### src/rtl/dmem_arbiter.sv
// dmem_arbiter: shares the single-port 16-bit data memory between the CPU
// load/store path and the host port. Accesses are serialised with
// round-robin fairness, the memory read latency is sequenced by a small
// counter, and the CPU is stalled while its own access is outstanding.
module dmem_arbiter #(
  parameter int MEM_LATENCY = 1
) (
  input  logic        clk,
  input  logic        pc_reset,
  input  logic        cpu_req,
  input  logic        cpu_we,
  input  logic [15:0] cpu_addr,
  input  logic [15:0] cpu_wdata,
  output logic        cpu_gnt,
  output logic        cpu_rvalid,
  output logic [15:0] cpu_rdata,
  output logic        cpu_done,
  output logic        cpu_stall,
  input  logic        host_req,
  input  logic        host_we,
  input  logic [15:0] host_addr,
  input  logic [15:0] host_wdata,
  output logic        host_gnt,
  output logic        host_rvalid,
  output logic [15:0] host_rdata,
  output logic        host_done,
  output logic        mem_read,
  output logic        mem_write,
  output logic [15:0] mem_address,
  output logic [15:0] mem_write_data,
  input  logic [15:0] mem_read_data,
  output logic        busy
);

  typedef enum logic [1:0] {
    ST_IDLE  = 2'd0,
    ST_ISSUE = 2'd1,
    ST_WAIT  = 2'd2
  } state_t;

  localparam logic [1:0] LAT      = 2'(MEM_LATENCY);
  localparam logic       OWN_CPU  = 1'b0;
  localparam logic       OWN_HOST = 1'b1;

  state_t      r_state;
  state_t      w_next_state;
  logic [1:0]  r_cnt;
  logic        r_owner;
  logic        r_last_owner;
  logic        r_we;
  logic        r_mem_read;
  logic        r_mem_write;
  logic [15:0] r_mem_address;
  logic [15:0] r_mem_wdata;
  logic        r_cpu_gnt;
  logic        r_host_gnt;
  logic        r_cpu_rvalid;
  logic        r_host_rvalid;
  logic        r_cpu_done;
  logic        r_host_done;
  logic [15:0] r_cpu_rdata;
  logic [15:0] r_host_rdata;
  logic        r_busy;

  logic        w_cpu_vld;
  logic        w_host_vld;
  logic        w_win_host;
  logic        w_grant;
  logic        w_rd_done;
  logic        w_sel_we;
  logic [15:0] w_sel_addr;
  logic [15:0] w_sel_wdata;

  // Arbitration and next-state decode; a requester whose rvalid is showing
  // this cycle is masked so a held req cannot re-issue the same access.
  always_comb begin
    w_cpu_vld    = cpu_req & ~r_cpu_rvalid;
    w_host_vld   = host_req & ~r_host_rvalid;
    w_win_host   = w_host_vld & (~w_cpu_vld | (r_last_owner == OWN_CPU));
    w_sel_we     = w_win_host ? host_we : cpu_we;
    w_sel_addr   = w_win_host ? host_addr : cpu_addr;
    w_sel_wdata  = w_win_host ? host_wdata : cpu_wdata;
    w_grant      = 1'b0;
    w_rd_done    = 1'b0;
    w_next_state = r_state;
    case (r_state)
      ST_IDLE: begin
        if (w_cpu_vld | w_host_vld) begin
          w_grant      = 1'b1;
          w_next_state = ST_ISSUE;
        end else begin
          w_next_state = ST_IDLE;
        end
      end
      ST_ISSUE: begin
        if (r_we) begin
          w_next_state = ST_IDLE;
        end else begin
          w_next_state = ST_WAIT;
        end
      end
      ST_WAIT: begin
        if (r_cnt <= 2'd1) begin
          w_rd_done    = 1'b1;
          w_next_state = ST_IDLE;
        end else begin
          w_next_state = ST_WAIT;
        end
      end
      default: begin
        w_next_state = ST_IDLE;
      end
    endcase
  end

  // State register.
  always_ff @(posedge clk) begin
    if (!pc_reset) begin
      r_state <= ST_IDLE;
    end else begin
      r_state <= w_next_state;
    end
  end

  // Datapath: latch the winner, drive strobes/grants for the ISSUE cycle,
  // count read latency and capture read data for the owner.
  always_ff @(posedge clk) begin
    if (!pc_reset) begin
      r_cnt         <= 2'd0;
      r_owner       <= OWN_CPU;
      r_last_owner  <= OWN_HOST;
      r_we          <= 1'b0;
      r_mem_read    <= 1'b0;
      r_mem_write   <= 1'b0;
      r_mem_address <= 16'h0000;
      r_mem_wdata   <= 16'h0000;
      r_cpu_gnt     <= 1'b0;
      r_host_gnt    <= 1'b0;
      r_cpu_rvalid  <= 1'b0;
      r_host_rvalid <= 1'b0;
      r_cpu_done    <= 1'b0;
      r_host_done   <= 1'b0;
      r_cpu_rdata   <= 16'h0000;
      r_host_rdata  <= 16'h0000;
      r_busy        <= 1'b0;
    end else begin
      r_cpu_gnt     <= w_grant & ~w_win_host;
      r_host_gnt    <= w_grant & w_win_host;
      r_mem_read    <= w_grant & ~w_sel_we;
      r_mem_write   <= w_grant & w_sel_we;
      r_cpu_rvalid  <= w_rd_done & (r_owner == OWN_CPU);
      r_host_rvalid <= w_rd_done & (r_owner == OWN_HOST);
      r_cpu_done    <= (w_grant & ~w_win_host & w_sel_we) | (w_rd_done & (r_owner == OWN_CPU));
      r_host_done   <= (w_grant & w_win_host & w_sel_we) | (w_rd_done & (r_owner == OWN_HOST));
      r_busy        <= (w_next_state != ST_IDLE);
      if (w_grant) begin
        r_owner       <= w_win_host;
        r_last_owner  <= w_win_host;
        r_we          <= w_sel_we;
        r_mem_address <= w_sel_addr;
        r_mem_wdata   <= w_sel_wdata;
      end else begin
        r_owner       <= r_owner;
        r_last_owner  <= r_last_owner;
      end
      if ((r_state == ST_ISSUE) && !r_we) begin
        r_cnt <= LAT;
      end else if (r_state == ST_WAIT) begin
        r_cnt <= r_cnt - 2'd1;
      end else begin
        r_cnt <= r_cnt;
      end
      if (w_rd_done && (r_owner == OWN_HOST)) begin
        r_host_rdata <= mem_read_data;
      end else if (w_rd_done) begin
        r_cpu_rdata <= mem_read_data;
      end else begin
        r_cpu_rdata <= r_cpu_rdata;
      end
    end
  end

  assign cpu_gnt        = r_cpu_gnt;
  assign cpu_rvalid     = r_cpu_rvalid;
  assign cpu_rdata      = r_cpu_rdata;
  assign cpu_done       = r_cpu_done;
  assign cpu_stall      = cpu_req & ~r_cpu_done;
  assign host_gnt       = r_host_gnt;
  assign host_rvalid    = r_host_rvalid;
  assign host_rdata     = r_host_rdata;
  assign host_done      = r_host_done;
  assign mem_read       = r_mem_read;
  assign mem_write      = r_mem_write;
  assign mem_address    = r_mem_address;
  assign mem_write_data = r_mem_wdata;
  assign busy           = r_busy;

endmodule

### config.mk
export PLATFORM = sky130hd
export DESIGN_NAME = dmem_arbiter
export DESIGN_NICKNAME = d
export VERILOG_FILES = /design/src/rtl/dmem_arbiter.sv
export SDC_FILE = /design/constraint.sdc
export NUM_CORES = 1
export LEC_CHECK = 0
export CORE_UTILIZATION = 35
export CTS_CLUSTER_SIZE = 10
export DETAILED_ROUTE_END_ITERATION = 8
export PLACE_DENSITY = 0.71
export REMOVE_ABC_BUFFERS = 1
export SYNTH_ARGS = -nofsm -noshare
export SYNTH_HDL_FRONTEND = slang
export SYNTH_SLANG_ARGS = --single-unit
### constraint.sdc
create_clock -name clk -period 1.9 [get_ports clk]
set_input_delay 0.475 -clock clk [delete_from_list [all_inputs] [get_ports clk]]
set_output_delay 0.475 -clock clk [all_outputs]
set_load 0.02 [all_outputs]
==> Word-level counts from Yosys, hierarchy flattened <==
Index checks and enable logic that the tools add are counted.
W data, S select, Z words.
{ "classes": {"bitwise": 26, "n_addsub": 1, "n_reduce_logical": 8, "mux": 13, "magnitude_cmp": 1, "n_eq_ne": 2} }
{ "op_table": {"columns": ["op", "count"], "rows": [
  ["$mux W16", 2],
  ["$and A1 B1 Y1", 12],
  ["$not A1 Y1", 10],
  ["$mux W1", 8],
  ["$pmux W2 S3", 1],
  ["$mux W2", 2],
  ["$or A1 B1 Y1", 4],
  ["$reduce_bool A2 Y1", 2],
  ["$eq A2 B1 Y1 const B", 1],
  ["$eq A2 B2 Y1 const B", 1],
  ["$le A2 B1 Y1 const B", 1],
  ["$logic_and A1 B1 Y1", 2],
  ["$logic_not A2 Y1", 1],
  ["$reduce_and A2 Y1", 1],
  ["$reduce_or A2 Y1", 1],
  ["$sub A2 B1 Y2 const B", 1],
  ["$logic_not A1 Y1", 1]
]} }
{ "word_totals": {"inputBits": 86, "register_bits": 80, "out_inout_bits": 74} }

==> Longest topological paths before layout <==
Gate-level depths: netlist of the first run.
{ "depth": {"word_depth": 9, "ltp_mapped": 8, "mapped_depth_nobuf": 6} }

==> Worst setup path before layout of the first run <==
Ideal clock, no wire load.
{ "synth_timing": {"kind": "reg-to-reg", "start": "register r_cnt[1]", "end": "register r_host_rdata[14], in the netlist host_rdata[14]", "arrival_ns": 1.421, "required_time_ns": 1.772, "period_less_slack_ns": 1.549, "path_stages_with_launch": 9, "slack_ns": 0.351, "setup_ns": 0.128, "cell_sequence": "dfxtp_1 > inv_1 > ha_1 > nor2b_1 > or3b_1 > buf_6 > buf_6 > mux2i_1 > nor2_1"} }
{ "synth_between": {"elab_chain_cells": 4} }
{ "synth_rtl": {"columns": ["item", "line_no", "rtl"], "rows": [
  ["start: declaration", "47", "logic [1:0] r_cnt;"],
  ["start signal: assignment", "169", "r_cnt <= r_cnt - 2'd1;"],
  ["start signal: assignment", "171", "r_cnt <= r_cnt;"],
  ["$le A2 B1 Y1", "103", "if (r_cnt <= 2'd1) begin"],
  ["$mux W1", "103", null],
  ["$mux W1", "86", "case (r_state)"],
  ["$logic_and A1 B1 Y1", "173", "if (w_rd_done && (r_owner == OWN_HOST)) begin"],
  ["end signal: assignment", "174", "r_host_rdata <= mem_read_data;"],
  ["end: declaration", "62", "logic [15:0] r_host_rdata;"]
]} }
No other way between the ends.
A chain may end at the register's enable or synchronous reset.

==> Final worst setup path of the first run <==
{ "layout_timing": {"start": "register r_cpu_done, in the netlist cpu_done", "end": "output port cpu_done"} }
{ "layout_rtl": {"columns": ["item", "line_no", "rtl"], "rows": [
  ["start: declaration", "59", "logic r_cpu_done;"],
  ["start signal: assignment", "153", "r_cpu_done <= (w_grant & ~w_win_host & w_sel_we) | (w_rd_done & (r_owner == OWN_CPU));"],
  ["end: declaration", "17", "output logic cpu_done,"]
]} }
No word-level cell between the ends.

==> metrics.yaml, run 1 <==
power_density_mw_per_mm2: 875.3
die-area_mm2: 0.009082
antenna_found_initial: 0
rsz0062_at_grt: "no"
worstHoldPathType: "flop to flop"
pin_count: 160
synth_area_mm2: 0.003047
clock_latency_ns: 0.34
grt_max_degree: 37
avgSynthCellArea_um2: 8.857
cts_tree: "done"
layout-drive-gt1-share: 0.06548
endpoint_kind: "output pin"
synth_top_flop_cell: "dfxtp_1"
cp-startpoint: "cpu_done"
synthDistinctLibCells: 28
worstRegToRegCells: 7
holdPathStages: 2
async_flop_share: 0
die_w_um: 95.30
synth_commonest_cells: "dfxtp_1, nand2_1, nor2_1, mux2i_1, o21ai_1"
cp_cell_sequence: "clkdlybuf4s50_1"
ys_warn_count: 0
vias_per_cell: 4.836
core_area_mm2: 0.008341
synth_most_common_cell: "dfxtp_1"
syn2layout_area_growth_pct: 65.75
r2r_end: "host_rdata[12]"
crit_family: "buffers and inverters"
clk_path_buf_depth: 2
min_period_over_period: 0.9612
setup_tns_ns: 0
crit_path_max_incr_delay_ns: 0.64
m1WireLength_um: 3732
max-cap-violations: 0
gp_congestion: 0.8255
total_power_w: 0.004420
slew_headroom: 0.7667
hpwl_um: 6306
maxClockFrequency_ghz: 0.5475
cts_num_sinks: 80
hold_start: "host_rdata[10]"
setup_viol: 0
switching_share: 0.2678
timing.reg2reg.setup_slack_ns: 0.25
drt_iter0_markers: 117
grt_pass1_vias: 2887
drt.antenna.violating_nets: 0
htree_levels: 3
hold_buffers: 0
hold_violations: 0
fin_crit_ns: 1.826
synth-seq-area-share: 0.5257
synth_edf_count: 0
p_switching_w: 0.001184
grt_usage: 0.1996
cp.required_ns: 1.42
die_h_um: 95.30
tightest_slew_ns: 0.3492
cpMaxStageDelayCell: "clkdlybuf4s50_1"
clock_skew_ns: 0.008498
p_clk_frac: 0.352
port_buffers: 159
synth_top_area_cell: "dfxtp_1"
cts_buffers: 9
critPathLaunchType: "flop"
route.top_layer_used: "met4"
fin_util: 0.6055
maxSlewViolCount: 0
synth_top_cell_area_share: 0.5257
route.detailed.drc: 0
path_buf_inv: 1
met3_length_um: 423
ys_ff_latch: 80
synthCells: 344
route.met2.wl_um: 4402
status: "completed"
min_to: "host_rdata[10]"
p_comb_frac: 0.224
power.internal_w: 0.003236
rows: 33
cp_max_fo: 2
clk_root_buffer_cell: "clkbuf_8"
vias: 2945
dr.pass1.iters: 4
synth.area.top_cells: "dfxtp_1, mux2i_1, nand2_1"
r2r_start: "r_cnt[1]"
grt_pass1_wl_um: 14000
wire_per_inst_um: 14.48
ir_drop_uv: 420.1
gr-total-overflow: 0
layout.nets: 586
power_leakage_nw: 2.041
routed_wl_um: 8818
critical_path_class: "flop to output pin"
p_seq_frac: 0.424
cp.arrival_ns: 1.35
start_util: 0.3653
holdWs_ns: 0.4959
n_antenna_cell: 0
clk_pin_slew_ns: 0.08
## worst max path at each step
stage                     cells past startpoint  slack (ns)                end
after detailed placement                      3       -0.27          cpu_stall
after global placement                        3       -0.26          cpu_stall
final                                         1        0.07           cpu_done
after CTS                                     3       0.002          cpu_stall
after floorplan                               6       -0.84       cpu_rdata[0]
after global routing                          1        0.04  mem_write_data[1]
## power by group through the flow
stage	clock, W	sequential, W	combinational [W]
floorplan	0	0.00205	0.000292
global route	0.00166	0.00189	0.00106
CTS	0.00158	0.00187	0.000998
detailed placement	0	0.00191	0.000994
finish	0.00155	0.00187	0.000991
global placement	0	0.00191	0.000986
## timing repair
action                     in CTS  in global routing
setup endpoints to repair       1                  2
resized for setup               1                  3
buffers inserted                0                  0
## metal layers
| metal | GRT usage | up-vias |
|---|---|---|
| li1 | - | 1482 |
| met1 | 0.2464 | 1370 |
| met2 | 0.3250 | 77 |
| met3 | 0.04067 | 16 |
| met4 | 0.1073 | 0 |
| met5 | 0 | - |
## flip-flops by register name, summed over array words and instances (netlist names)
signal and cells:
cpu_gnt 1, cpu_rdata 16, host_gnt 1, r_cnt 2, host_rdata 16, host_rvalid 1, r_last_owner 1, mem_write_data 16
busy 1, r_owner 1, mem_read 1, r_state 2, mem_address 16, cpu_done 1, cpu_rvalid 1, mem_write 1
host_done 1, r_we 1
## final cells by class
| type | count | area (µm²) |
|---|---|---|
| clock inverter | 6 | 115.1 |
| timing repair buffer | 171 | 1739 |
| inverter | 3 | 11.26 |
| sequential | 80 | 1602 |
| tap | 105 | 131.4 |
| clock buffer | 10 | 137.6 |
| multi-input combinational | 234 | 1314 |
| fill | 748 | 3291 |
## worst reg2reg max path: cells and delay by family (launching register included)
kind,cells,cell delay (ns)
buffers and inverters,2,0.37
multiplexers,1,0.24
AND/OR/NAND/NOR,3,0.42
adder cells (fa/ha/maj),1,0.19
flip-flops,1,0.33
## cell families (layout without fill, tap and decap cells)
group / count (synthesis) / count (layout) / synth area share
muxes: 33 / 33 / 0.1084
buffers and inverters: 30 / 190 / 0.04805
AOI/OAI and AO/OA: 76 / 76 / 0.1466
and+or+nand+nor: 123 / 123 / 0.1643
adders and majority gates: 1 / 1 / 0.004106
xor gates and xnor gates: 1 / 1 / 0.002875
DFF: 80 / 80 / 0.5257
## layout by cell type (no fill, tap or decap), drive strengths merged
cell type	instances
a211oi	1
a21boi	1
a21o	2
a21oi	4
a31oi	32
buf	12
bufinv	3
clkbuf	11
clkdlybuf4s50	158
clkinv	1
clkinvlp	1
dfxtp	80
ha	1
inv	4
mux2i	33
nand2	66
nand2b	5
nand3	2
nor2	41
nor2b	4
nor3	2
nor3b	1
nor4	1
o2111a	1
o21a	1
o21ai	34
or3b	1
xnor2	1
## metrics by stage
step | worst slack [ns] | instance area, µm² | std cells
floorplan | -0.8404 | 2912 | 317
global placement | -0.2614 | 4800 | 593
detailed placement | -0.2704 | 4800 | 593
CTS | 0.001601 | 5051 | 609
global route | 0.03745 | 5050 | 609
finish | 0.07368 | 5050 | 609
(Power assumes the default switching activity.)
==> run 2, diff against run 1 <==
--- a/config.mk
+++ b/config.mk
@@ -6,7 +6,6 @@
 export NUM_CORES = 1
 export LEC_CHECK = 0
 export CORE_UTILIZATION = 35
-export CTS_CLUSTER_SIZE = 10
 export DETAILED_ROUTE_END_ITERATION = 8
 export PLACE_DENSITY = 0.71
 export REMOVE_ABC_BUFFERS = 1
==> results of run 2 <==
No change in the layout: final DEF, timing and power equal those of run 1.
